===== src/rtl/riscv_pkg.sv =====
// Shared RISC-V pipeline definitions: datapath widths, ALU opcodes, EX control bundle.
// Latency: n/a (types and constants only).
// Backpressure: n/a.
//
// Contents:
//   XLEN, REG_ADDR_W, ALU_OP_W  datapath, register index and ALU opcode widths
//   xlen_t, reg_addr_t, alu_op_t
//   ALU_*                       opcodes shared with the ALU
//   ZERO_REG                    x0, hard-wired zero, never a forwarding source
//   ex_ctrl_t                   per-instruction control carried in the ID/EX register
package riscv_pkg;

  localparam int XLEN       = 32;
  localparam int REG_ADDR_W = 5;
  localparam int ALU_OP_W   = 5;

  typedef logic [XLEN-1:0]       xlen_t;
  typedef logic [REG_ADDR_W-1:0] reg_addr_t;
  typedef logic [ALU_OP_W-1:0]   alu_op_t;

  // The ALU decodes these same values, so they must not be renumbered here alone.
  localparam alu_op_t ALU_ADD  = 5'b00000;
  localparam alu_op_t ALU_SUB  = 5'b00001;
  localparam alu_op_t ALU_AND  = 5'b00010;
  localparam alu_op_t ALU_OR   = 5'b00011;
  localparam alu_op_t ALU_XOR  = 5'b00100;
  localparam alu_op_t ALU_SLL  = 5'b00101;
  localparam alu_op_t ALU_SRL  = 5'b00110;
  localparam alu_op_t ALU_SRA  = 5'b00111;
  localparam alu_op_t ALU_SLT  = 5'b01000;
  localparam alu_op_t ALU_SLTU = 5'b01001;
  localparam alu_op_t ALU_PASS = 5'b01010;

  localparam reg_addr_t ZERO_REG = '0;

  // Control that travels with an instruction from ID into EX.
  typedef struct packed {
    logic valid;
    logic reg_write;
    logic mem_read;
    logic mem_write;
    logic op1_pc;   // ALU operand 1 is the instruction PC
    logic op2_imm;  // ALU operand 2 is the immediate
  } ex_ctrl_t;

  localparam ex_ctrl_t EX_CTRL_NONE = '0;

endpackage


===== src/rtl/id_ex_operand_stage_if.sv =====
// Bundle between the ID/EX operand stage and its surroundings (ID, MEM, WB, ALU).
// Latency: n/a (wiring only).
// Backpressure: stall/flush arrive from the pipeline; load_use_stall goes back to ID.
//
// Modports:
//   master  the pipeline side: drives ID, producer and stall/flush; receives EX outputs
//   slave   the operand stage itself
interface id_ex_operand_stage_if;
  import riscv_pkg::*;

  // pipeline control
  logic      stall;
  logic      flush;

  // instruction from ID
  logic      id_valid;
  logic      id_reg_write;
  logic      id_mem_read;
  logic      id_mem_write;
  logic      id_op1_pc;
  logic      id_op2_imm;
  alu_op_t   id_alu_op;
  reg_addr_t id_rs1_addr;
  reg_addr_t id_rs2_addr;
  reg_addr_t id_rd_addr;
  xlen_t     id_rs1_data;
  xlen_t     id_rs2_data;
  xlen_t     id_imm;
  xlen_t     id_pc;

  // producers further down the pipe
  logic      mem_reg_write;
  reg_addr_t mem_rd_addr;
  xlen_t     mem_result;
  logic      wb_reg_write;
  reg_addr_t wb_rd_addr;
  xlen_t     wb_result;

  // EX stage outputs
  xlen_t     DATA1;
  xlen_t     DATA2;
  alu_op_t   SELECT;
  logic      ex_valid;
  logic      ex_reg_write;
  logic      ex_mem_read;
  logic      ex_mem_write;
  reg_addr_t ex_rd_addr;
  xlen_t     ex_store_data;
  xlen_t     ex_pc;
  logic      load_use_stall;

  modport master (
    output stall, flush,
    output id_valid, id_reg_write, id_mem_read, id_mem_write, id_op1_pc, id_op2_imm,
    output id_alu_op, id_rs1_addr, id_rs2_addr, id_rd_addr,
    output id_rs1_data, id_rs2_data, id_imm, id_pc,
    output mem_reg_write, mem_rd_addr, mem_result,
    output wb_reg_write, wb_rd_addr, wb_result,
    input  DATA1, DATA2, SELECT,
    input  ex_valid, ex_reg_write, ex_mem_read, ex_mem_write, ex_rd_addr,
    input  ex_store_data, ex_pc, load_use_stall
  );

  modport slave (
    input  stall, flush,
    input  id_valid, id_reg_write, id_mem_read, id_mem_write, id_op1_pc, id_op2_imm,
    input  id_alu_op, id_rs1_addr, id_rs2_addr, id_rd_addr,
    input  id_rs1_data, id_rs2_data, id_imm, id_pc,
    input  mem_reg_write, mem_rd_addr, mem_result,
    input  wb_reg_write, wb_rd_addr, wb_result,
    output DATA1, DATA2, SELECT,
    output ex_valid, ex_reg_write, ex_mem_read, ex_mem_write, ex_rd_addr,
    output ex_store_data, ex_pc, load_use_stall
  );

endinterface


===== src/rtl/fwd_mux.sv =====
// One EX-stage forwarding selector: picks MEM result, WB result or the registered operand.
// Latency: zero cycles (purely combinational).
// Backpressure: none.
//
// Ports:
//   rs_addr, rs_data                         registered source index and value
//   mem_reg_write, mem_rd_addr, mem_result   producer in MEM (highest priority)
//   wb_reg_write, wb_rd_addr, wb_result      producer in WB
//   fwd_data                                 resolved operand
module fwd_mux
  import riscv_pkg::*;
(
  input  reg_addr_t rs_addr,
  input  xlen_t     rs_data,
  input  logic      mem_reg_write,
  input  reg_addr_t mem_rd_addr,
  input  xlen_t     mem_result,
  input  logic      wb_reg_write,
  input  reg_addr_t wb_rd_addr,
  input  xlen_t     wb_result,
  output xlen_t     fwd_data
);

  logic mem_hit;
  logic wb_hit;

  // x0 writes are architecturally discarded, so a producer targeting x0 never matches.
  // MEM holds the younger write, so it beats WB when both target the same register.
  always_comb begin
    mem_hit  = mem_reg_write && (mem_rd_addr != ZERO_REG) && (mem_rd_addr == rs_addr);
    wb_hit   = wb_reg_write  && (wb_rd_addr  != ZERO_REG) && (wb_rd_addr  == rs_addr);
    fwd_data = rs_data;
    if (mem_hit) begin
      fwd_data = mem_result;
    end else if (wb_hit) begin
      fwd_data = wb_result;
    end
  end

endmodule


===== src/rtl/id_ex_operand_stage.sv =====
// ID/EX pipeline register with EX operand forwarding, ALU operand muxing and load-use detection.
// Latency: 1 cycle ID->EX registers; forwarding and operand muxing are combinational.
// Backpressure: stall holds the stage, flush squashes it; load_use_stall holds ID and a bubble enters EX.
//
// Ports:
//   CLK, RESET_N   clock, synchronous active-low reset
//   bus (slave)    stall/flush, ID instruction fields, MEM/WB producers,
//                  ALU operands DATA1/DATA2/SELECT, EX control, store data, PC, load_use_stall
module id_ex_operand_stage
  import riscv_pkg::*;
(
  input logic                  CLK,
  input logic                  RESET_N,
  id_ex_operand_stage_if.slave bus
);

  // ID/EX register contents
  ex_ctrl_t  ctrl_q;
  alu_op_t   alu_op_q;
  reg_addr_t rd_addr_q;
  reg_addr_t rs1_addr_q;
  reg_addr_t rs2_addr_q;
  xlen_t     rs1_data_q;
  xlen_t     rs2_data_q;
  xlen_t     imm_q;
  xlen_t     pc_q;

  // combinational
  xlen_t     fwd_rs1;
  xlen_t     fwd_rs2;
  ex_ctrl_t  id_ctrl;
  logic      hazard;
  logic      load_use;
  logic      bubble;

  fwd_mux u_fwd_rs1 (
    .rs_addr       (rs1_addr_q),
    .rs_data       (rs1_data_q),
    .mem_reg_write (bus.mem_reg_write),
    .mem_rd_addr   (bus.mem_rd_addr),
    .mem_result    (bus.mem_result),
    .wb_reg_write  (bus.wb_reg_write),
    .wb_rd_addr    (bus.wb_rd_addr),
    .wb_result     (bus.wb_result),
    .fwd_data      (fwd_rs1)
  );

  fwd_mux u_fwd_rs2 (
    .rs_addr       (rs2_addr_q),
    .rs_data       (rs2_data_q),
    .mem_reg_write (bus.mem_reg_write),
    .mem_rd_addr   (bus.mem_rd_addr),
    .mem_result    (bus.mem_result),
    .wb_reg_write  (bus.wb_reg_write),
    .wb_rd_addr    (bus.wb_rd_addr),
    .wb_result     (bus.wb_result),
    .fwd_data      (fwd_rs2)
  );

  // A load in EX has no data until MEM, so an ID consumer of its rd must wait a cycle.
  // A flushed ID instruction is being discarded anyway, so it never requests a stall.
  always_comb begin
    hazard = ctrl_q.valid && ctrl_q.mem_read && (rd_addr_q != ZERO_REG) &&
             bus.id_valid &&
             ((rd_addr_q == bus.id_rs1_addr) || (rd_addr_q == bus.id_rs2_addr));
    load_use = RESET_N && !bus.flush && hazard;
    // A global stall keeps EX intact; the hazard is simply re-raised next cycle.
    bubble   = load_use && !bus.stall;
  end

  // An invalid ID slot enters EX with every control bit cleared.
  always_comb begin
    id_ctrl = EX_CTRL_NONE;
    if (bus.id_valid) begin
      id_ctrl.valid     = 1'b1;
      id_ctrl.reg_write = bus.id_reg_write;
      id_ctrl.mem_read  = bus.id_mem_read;
      id_ctrl.mem_write = bus.id_mem_write;
      id_ctrl.op1_pc    = bus.id_op1_pc;
      id_ctrl.op2_imm   = bus.id_op2_imm;
    end
  end

  // Precedence: reset, flush, stall, bubble, load.
  always_ff @(posedge CLK) begin
    if (!RESET_N || bus.flush) begin
      ctrl_q     <= EX_CTRL_NONE;
      alu_op_q   <= ALU_ADD;
      rd_addr_q  <= ZERO_REG;
      rs1_addr_q <= ZERO_REG;
      rs2_addr_q <= ZERO_REG;
      rs1_data_q <= '0;
      rs2_data_q <= '0;
      imm_q      <= '0;
      pc_q       <= '0;
    end else if (bus.stall) begin
      // Control and addresses hold. The operands re-capture their forwarded value so a
      // producer that retires from WB while we are held is not lost once WB moves on.
      rs1_data_q <= fwd_rs1;
      rs2_data_q <= fwd_rs2;
    end else if (bubble) begin
      ctrl_q     <= EX_CTRL_NONE;
      alu_op_q   <= ALU_ADD;
      rd_addr_q  <= ZERO_REG;
      rs1_addr_q <= ZERO_REG;
      rs2_addr_q <= ZERO_REG;
      rs1_data_q <= '0;
      rs2_data_q <= '0;
      imm_q      <= '0;
      pc_q       <= '0;
    end else begin
      ctrl_q     <= id_ctrl;
      alu_op_q   <= bus.id_alu_op;
      rd_addr_q  <= bus.id_rd_addr;
      rs1_addr_q <= bus.id_rs1_addr;
      rs2_addr_q <= bus.id_rs2_addr;
      rs1_data_q <= bus.id_rs1_data;
      rs2_data_q <= bus.id_rs2_data;
      imm_q      <= bus.id_imm;
      pc_q       <= bus.id_pc;
    end
  end

  // ALU operands: PC/immediate selection happens after forwarding.
  assign bus.DATA1          = ctrl_q.op1_pc  ? pc_q  : fwd_rs1;
  assign bus.DATA2          = ctrl_q.op2_imm ? imm_q : fwd_rs2;
  assign bus.SELECT         = alu_op_q;
  // Stores always need rs2, independent of the immediate mux.
  assign bus.ex_store_data  = fwd_rs2;

  assign bus.ex_valid       = ctrl_q.valid;
  assign bus.ex_reg_write   = ctrl_q.reg_write;
  assign bus.ex_mem_read    = ctrl_q.mem_read;
  assign bus.ex_mem_write   = ctrl_q.mem_write;
  assign bus.ex_rd_addr     = rd_addr_q;
  assign bus.ex_pc          = pc_q;
  assign bus.load_use_stall = load_use;

endmodule


===== src/flat_wrapper.sv =====
// flat-port wrapper written by rule: the top's interface ports become plain ports
module id_ex_operand_stage_flat import riscv_pkg::*;
  (CLK, RESET_N, bus_stall, bus_flush, bus_id_valid, bus_id_reg_write, bus_id_mem_read, bus_id_mem_write, bus_id_op1_pc, bus_id_op2_imm, bus_id_alu_op, bus_id_rs1_addr, bus_id_rs2_addr, bus_id_rd_addr, bus_id_rs1_data, bus_id_rs2_data, bus_id_imm, bus_id_pc, bus_mem_reg_write, bus_mem_rd_addr, bus_mem_result, bus_wb_reg_write, bus_wb_rd_addr, bus_wb_result, bus_DATA1, bus_DATA2, bus_SELECT, bus_ex_valid, bus_ex_reg_write, bus_ex_mem_read, bus_ex_mem_write, bus_ex_rd_addr, bus_ex_store_data, bus_ex_pc, bus_load_use_stall);
  id_ex_operand_stage_if bus_i ();
  input logic CLK;
  input logic RESET_N;
  input wire logic [$bits(bus_i.stall)-1:0] bus_stall;
  input wire logic [$bits(bus_i.flush)-1:0] bus_flush;
  input wire logic [$bits(bus_i.id_valid)-1:0] bus_id_valid;
  input wire logic [$bits(bus_i.id_reg_write)-1:0] bus_id_reg_write;
  input wire logic [$bits(bus_i.id_mem_read)-1:0] bus_id_mem_read;
  input wire logic [$bits(bus_i.id_mem_write)-1:0] bus_id_mem_write;
  input wire logic [$bits(bus_i.id_op1_pc)-1:0] bus_id_op1_pc;
  input wire logic [$bits(bus_i.id_op2_imm)-1:0] bus_id_op2_imm;
  input wire logic [$bits(bus_i.id_alu_op)-1:0] bus_id_alu_op;
  input wire logic [$bits(bus_i.id_rs1_addr)-1:0] bus_id_rs1_addr;
  input wire logic [$bits(bus_i.id_rs2_addr)-1:0] bus_id_rs2_addr;
  input wire logic [$bits(bus_i.id_rd_addr)-1:0] bus_id_rd_addr;
  input wire logic [$bits(bus_i.id_rs1_data)-1:0] bus_id_rs1_data;
  input wire logic [$bits(bus_i.id_rs2_data)-1:0] bus_id_rs2_data;
  input wire logic [$bits(bus_i.id_imm)-1:0] bus_id_imm;
  input wire logic [$bits(bus_i.id_pc)-1:0] bus_id_pc;
  input wire logic [$bits(bus_i.mem_reg_write)-1:0] bus_mem_reg_write;
  input wire logic [$bits(bus_i.mem_rd_addr)-1:0] bus_mem_rd_addr;
  input wire logic [$bits(bus_i.mem_result)-1:0] bus_mem_result;
  input wire logic [$bits(bus_i.wb_reg_write)-1:0] bus_wb_reg_write;
  input wire logic [$bits(bus_i.wb_rd_addr)-1:0] bus_wb_rd_addr;
  input wire logic [$bits(bus_i.wb_result)-1:0] bus_wb_result;
  output wire logic [$bits(bus_i.DATA1)-1:0] bus_DATA1;
  output wire logic [$bits(bus_i.DATA2)-1:0] bus_DATA2;
  output wire logic [$bits(bus_i.SELECT)-1:0] bus_SELECT;
  output wire logic [$bits(bus_i.ex_valid)-1:0] bus_ex_valid;
  output wire logic [$bits(bus_i.ex_reg_write)-1:0] bus_ex_reg_write;
  output wire logic [$bits(bus_i.ex_mem_read)-1:0] bus_ex_mem_read;
  output wire logic [$bits(bus_i.ex_mem_write)-1:0] bus_ex_mem_write;
  output wire logic [$bits(bus_i.ex_rd_addr)-1:0] bus_ex_rd_addr;
  output wire logic [$bits(bus_i.ex_store_data)-1:0] bus_ex_store_data;
  output wire logic [$bits(bus_i.ex_pc)-1:0] bus_ex_pc;
  output wire logic [$bits(bus_i.load_use_stall)-1:0] bus_load_use_stall;
  assign bus_i.stall = bus_stall;
  assign bus_i.flush = bus_flush;
  assign bus_i.id_valid = bus_id_valid;
  assign bus_i.id_reg_write = bus_id_reg_write;
  assign bus_i.id_mem_read = bus_id_mem_read;
  assign bus_i.id_mem_write = bus_id_mem_write;
  assign bus_i.id_op1_pc = bus_id_op1_pc;
  assign bus_i.id_op2_imm = bus_id_op2_imm;
  assign bus_i.id_alu_op = bus_id_alu_op;
  assign bus_i.id_rs1_addr = bus_id_rs1_addr;
  assign bus_i.id_rs2_addr = bus_id_rs2_addr;
  assign bus_i.id_rd_addr = bus_id_rd_addr;
  assign bus_i.id_rs1_data = bus_id_rs1_data;
  assign bus_i.id_rs2_data = bus_id_rs2_data;
  assign bus_i.id_imm = bus_id_imm;
  assign bus_i.id_pc = bus_id_pc;
  assign bus_i.mem_reg_write = bus_mem_reg_write;
  assign bus_i.mem_rd_addr = bus_mem_rd_addr;
  assign bus_i.mem_result = bus_mem_result;
  assign bus_i.wb_reg_write = bus_wb_reg_write;
  assign bus_i.wb_rd_addr = bus_wb_rd_addr;
  assign bus_i.wb_result = bus_wb_result;
  assign bus_DATA1 = bus_i.DATA1;
  assign bus_DATA2 = bus_i.DATA2;
  assign bus_SELECT = bus_i.SELECT;
  assign bus_ex_valid = bus_i.ex_valid;
  assign bus_ex_reg_write = bus_i.ex_reg_write;
  assign bus_ex_mem_read = bus_i.ex_mem_read;
  assign bus_ex_mem_write = bus_i.ex_mem_write;
  assign bus_ex_rd_addr = bus_i.ex_rd_addr;
  assign bus_ex_store_data = bus_i.ex_store_data;
  assign bus_ex_pc = bus_i.ex_pc;
  assign bus_load_use_stall = bus_i.load_use_stall;
  id_ex_operand_stage u_core (.CLK(CLK), .RESET_N(RESET_N), .bus(bus_i));
endmodule

===== config.mk =====
export PLATFORM = sky130hd
export DESIGN_NAME = id_ex_operand_stage_flat
export DESIGN_NICKNAME = d
export VERILOG_FILES = /design/src/rtl/riscv_pkg.sv /design/src/rtl/id_ex_operand_stage_if.sv /design/src/rtl/fwd_mux.sv /design/src/rtl/id_ex_operand_stage.sv /design/src/flat_wrapper.sv
export SDC_FILE = /design/constraint.sdc
export NUM_CORES = 1
export LEC_CHECK = 0
export CELL_PAD_IN_SITES_DETAIL_PLACEMENT = 1
export CELL_PAD_IN_SITES_GLOBAL_PLACEMENT = 1
export CORE_MARGIN = 2
export CORE_UTILIZATION = 32
export DETAILED_ROUTE_END_ITERATION = 16
export PLACE_DENSITY_LB_ADDON = 0.1
export RECOVER_POWER = 100
export SETUP_SLACK_MARGIN = 0.2
export SLEW_MARGIN = 20
export SYNTH_ARGS = -nofsm -noshare
export SYNTH_HDL_FRONTEND = slang
export SYNTH_SLANG_ARGS = --single-unit

===== constraint.sdc =====
create_clock -name CLK -period 5.65 [get_ports CLK]
set_input_delay 1.4125 -clock CLK [delete_from_list [all_inputs] [get_ports CLK]]
set_output_delay 1.4125 -clock CLK [all_outputs]
set_load 0.005 [all_outputs]

==> reports/qor.tcl <==
set qor(finalCriticalPeriod_ps) 5530
set qor(postSynthNetCount) 1056
set qor(cts-root-buf) {sky130_fd_sc_hd__clkbuf_16}
set qor(port_buffers) 376
set qor(max_slew.worst_pin.slew_ps) 2200
set qor(worst-endpoint-arrival_ps) 4110
set qor(ant_nets) 0
set qor(syn_to_final_growth_pct) 71.0
set qor(dr_total_vias) 8741
set qor(tritoncts) {done}
set qor(post_route_cells_drive_above_1_share_pct) 15.6
set qor(layout.cells.most_common_list) {sky130_fd_sc_hd__clkdlybuf4s50_1 (272), sky130_fd_sc_hd__dfxtp_1 (152), sky130_fd_sc_hd__a22o_1 (117)}
set qor(post_synth.cell_area_avg_um2) 9.34
set qor(critical-path-max-stage-delay_ps) 570
set qor(failed_checks) {max-capacitance violations, max-slew violations}
set qor(skew_ps) 17.8
set qor(io-pin-count) 377
set qor(cp_data_required_time_ps) 4240
set qor(max_clock_freq_ghz) 0.181
set qor(drcViolationCount) 0
set qor(synth_warn) 0
set qor(grt_usage_pct) 27.3
set qor(grt_antenna_before_repair) 6
set qor(die_w_um) 159
set qor(synthTopCellsByArea) {sky130_fd_sc_hd__dfxtp_1 (40%), sky130_fd_sc_hd__a22o_1 (13%), sky130_fd_sc_hd__o31ai_1 (6.3%), sky130_fd_sc_hd__mux2_2 (4.7%), sky130_fd_sc_hd__a221oi_1 (3.6%)}
set qor(peak_vdd_ir_v) 0.000145
set qor(worst_path_cell_trace) {clkdlybuf4s50_1 > xor2_1 > or3_2 > buf_4 > o31ai_2 > a31oi_4 > mux2_4 > dlygate4sd3_1}
set qor(drt_pre_antenna_iters) 5
set qor(fp.coreArea_um2) 23500
set qor(clk_sink_count) 154
set qor(setup_viol) 0
set qor(max_cap_viol_count) 1
set qor(report.final.hold_viol_count) 0
set qor(grt_setup_unrepaired) {yes}
set qor(place.detailed.instances) 1477
set qor(share_of_the_synthesized_area_in_the_top_cell_type_pct) 40.1
set qor(cp_max_fo) 18
set qor(global_route_wire_length_before_repair_um) 54400
set qor(grt_start_max_net_pins) 116
set qor(seq_area_frac_synth_pct) 40.1
set qor(initialDrtViolationCount) 574
set qor(floorplan.rows) 56
set qor(per_cell_via_count_in_the_routed_design) 5.71
set qor(final_common_cell) {sky130_fd_sc_hd__clkdlybuf4s50_1}
set qor(number_of_global_route_vias_before_repair) 9068
set qor(ys_ff_latch) 154
set qor(post_synth_instance_area_um2) 7680
set qor(fillerInstances) 2639
set qor(initial_standard_cell_utilization_of_the_core_pct) 32.6
set qor(clock_path_buffers) 2
set qor(reg2reg_setup_slack_ps) 2760
set qor(floorplan.die_area_um2) 25300
set qor(finalMaxSlewViolations) 56
set qor(startpoint_type) {input port}
set qor(critical_path_class) {in -> out}
set qor(net_count_reported_at_finish) 1427
set qor(crit_path_top_delay_cell) {sky130_fd_sc_hd__dlygate4sd3_1}
set qor(finalCritPeriodShare_pct) 97.8
set qor(result_of_the_run) {finished, violations left}
set qor(clock_buffer_count_from_cts) 17
set qor(netlist_instances) 822
set qor(synth.largest_area_cell) {sky130_fd_sc_hd__dfxtp_1}
set qor(ys_types) 37
set qor(detail_route.wl_per_cell_um) 23.7
set qor(clk_pin_slew_worst_paths_ps) 80
set qor(postRouteWirelength_um) 36300
set qor(floorplan.die.height_um) 159
set qor(htreeDepth) 4
set qor(insertion_delay_ps) 440
set qor(max_slew_margin_pct) -46.9
set qor(layoutNonFillerInstCount) 1531
set qor(final_wtd_congestion) 0.834
set qor(dpl.hpwl_um) 25200
set qor(min-delay-path-class) {reg -> reg}
set qor(postLayoutCoreUtil_pct) 55.8
set qor(power.density_nw_per_um2) 222
set qor(cellLeakagePower_nw) 5.34
set qor(globalRouteOverflowTotal) 0
set qor(type_of_element_capturing_the_critical_path) {output port}
==> where the power goes <==
group	switching [mW]	total [mW]	internal, mW	leakage (nW)
combinational	0.251	0.583	0.332	3.79
sequential	0.0262	1.15	1.12	1.26
clock	0.585	1.18	0.598	0.293
total	0.862	2.91	2.05	5.34
==> per-stage QoR <==
stage               instance area, um2  hold slack [ps]  setup TNS [ps]  worst slack (ps)  power [mW]
floorplan                         7680              437               0              1260        1.36
global placement                 12000              451               0              33.4        1.73
detailed placement               12000              453           -17.2             -17.2        1.74
CTS                              12700              475               0               185        2.92
global route                     13100              496               0              30.8        3.02
finish                           13100              473               0               123        2.91
==> flip-flops by register name, indices dropped and copies added, names as in the netlist <==
signal	cells
u_core.bus.ex_reg_write	1
u_core.bus.SELECT	5
u_core.bus.ex_pc	32
u_core.rs2_data_q	32
u_core.rs2_addr_q	5
u_core.rs1_data_q	32
u_core.ctrl_q	2
u_core.bus.ex_mem_write	1
u_core.rs1_addr_q	5
u_core.bus.ex_rd_addr	5
u_core.bus.ex_mem_read	1
u_core.bus.ex_valid	1
u_core.imm_q	32
==> synthesized netlist by cell type <==
cell type and instances:
sky130_fd_sc_hd__nand2b_1 1, sky130_fd_sc_hd__or3_1 1, sky130_fd_sc_hd__a31oi_1 22, sky130_fd_sc_hd__xor2_1 10
sky130_fd_sc_hd__o211ai_1 1, sky130_fd_sc_hd__or2_1 1, sky130_fd_sc_hd__nand4_1 34, sky130_fd_sc_hd__o211ai_2 1
sky130_fd_sc_hd__clkbuf_1 58, sky130_fd_sc_hd__a22o_1 117, sky130_fd_sc_hd__xnor2_1 20, sky130_fd_sc_hd__o21a_1 1
sky130_fd_sc_hd__buf_1 2, sky130_fd_sc_hd__nor2b_1 1, sky130_fd_sc_hd__buf_6 3, sky130_fd_sc_hd__and2_1 1
sky130_fd_sc_hd__o2bb2ai_1 32, sky130_fd_sc_hd__nor3_1 35, sky130_fd_sc_hd__nor2_1 37, sky130_fd_sc_hd__a32o_1 5
sky130_fd_sc_hd__and3_1 32, sky130_fd_sc_hd__buf_4 1, sky130_fd_sc_hd__buf_2 33, sky130_fd_sc_hd__o21ai_0 32
sky130_fd_sc_hd__o21ai_2 1, sky130_fd_sc_hd__a31oi_2 10, sky130_fd_sc_hd__a21oi_2 1, sky130_fd_sc_hd__nand3_1 3
sky130_fd_sc_hd__dfxtp_1 154, sky130_fd_sc_hd__or4_1 3, sky130_fd_sc_hd__inv_1 1, sky130_fd_sc_hd__o31ai_1 64
sky130_fd_sc_hd__or2_2 2, sky130_fd_sc_hd__a221oi_1 32, sky130_fd_sc_hd__nand2_1 37, sky130_fd_sc_hd__o22ai_1 1
sky130_fd_sc_hd__mux2_2 32
==> cell families (layout without fill, tap and decap cells) <==
group	after synthesis	in the layout	synth area share [%]
xor gates and xnor gates	30	30	3.42
AOI/OAI and AO/OA	320	320	33.7
other	0	6	0
buffers and inverters	98	482	5.67
and+or+nand+nor	188	188	12.3
muxes	32	32	4.69
DFF	154	154	40.1
==> worst max-delay path: cells and delay by family <==
family          cells  cell delay [ps]
simple gates        1              490
compound gates      2              480
xor+xnor            1              170
buf+inv             3             1260
mux                 1              290
==> worst paths after layout <==
check	from	to	depth (start not counted)
hold reg to reg	u_core.imm_q[11]	u_core.imm_q[11]	1
setup / recovery	bus_wb_rd_addr[4]	bus_DATA2[8]	8
hold / removal	u_core.imm_q[11]	u_core.imm_q[11]	1
setup reg to reg	u_core.bus.ex_rd_addr[0]	u_core.rs2_data_q[21]	6
==> layout make-up <==
cell class | instances | area [um2] | share of cell area (%)
repair buffers | 449 | 4540 | 34.6
multi-input cells | 570 | 4490 | 34.2
flip-flops and latches | 154 | 3090 | 23.5
clock buffers | 17 | 425 | 3.24
well taps | 319 | 399 | 3.04
clock inverters | 15 | 174 | 1.32
diodes | 6 | 15.0 | 0.114
inverters | 1 | 3.75 | 0.0286
==> routing by layer <==
layer | routed length (um) | part of all wire [%] | vias up | track usage [%]
met5 | 0 | 0 | - | 0
li1 | - | - | 3988 | -
met2 | 17900 | 49 | 350 | 46.5
met4 | 1060 | 2.9 | 0 | 10.8
met3 | 1970 | 5.4 | 62 | 5.38
met1 | 15400 | 42 | 4341 | 34.1
==> timing repair <==
| item | in CTS | in global routing |
|---|---|---|
| hold endpoints to repair | 0 | 0 |
| hold buffers | 0 | 0 |
| setup endpoints to repair | 81 | 69 |
| pin swaps | 7 | 3 |
| resized for setup | 22 | 89 |
| buffers inserted | 3 | 10 |
| cloned | 0 | 3 |
Note: power is estimated with default switching activity, not from simulation.
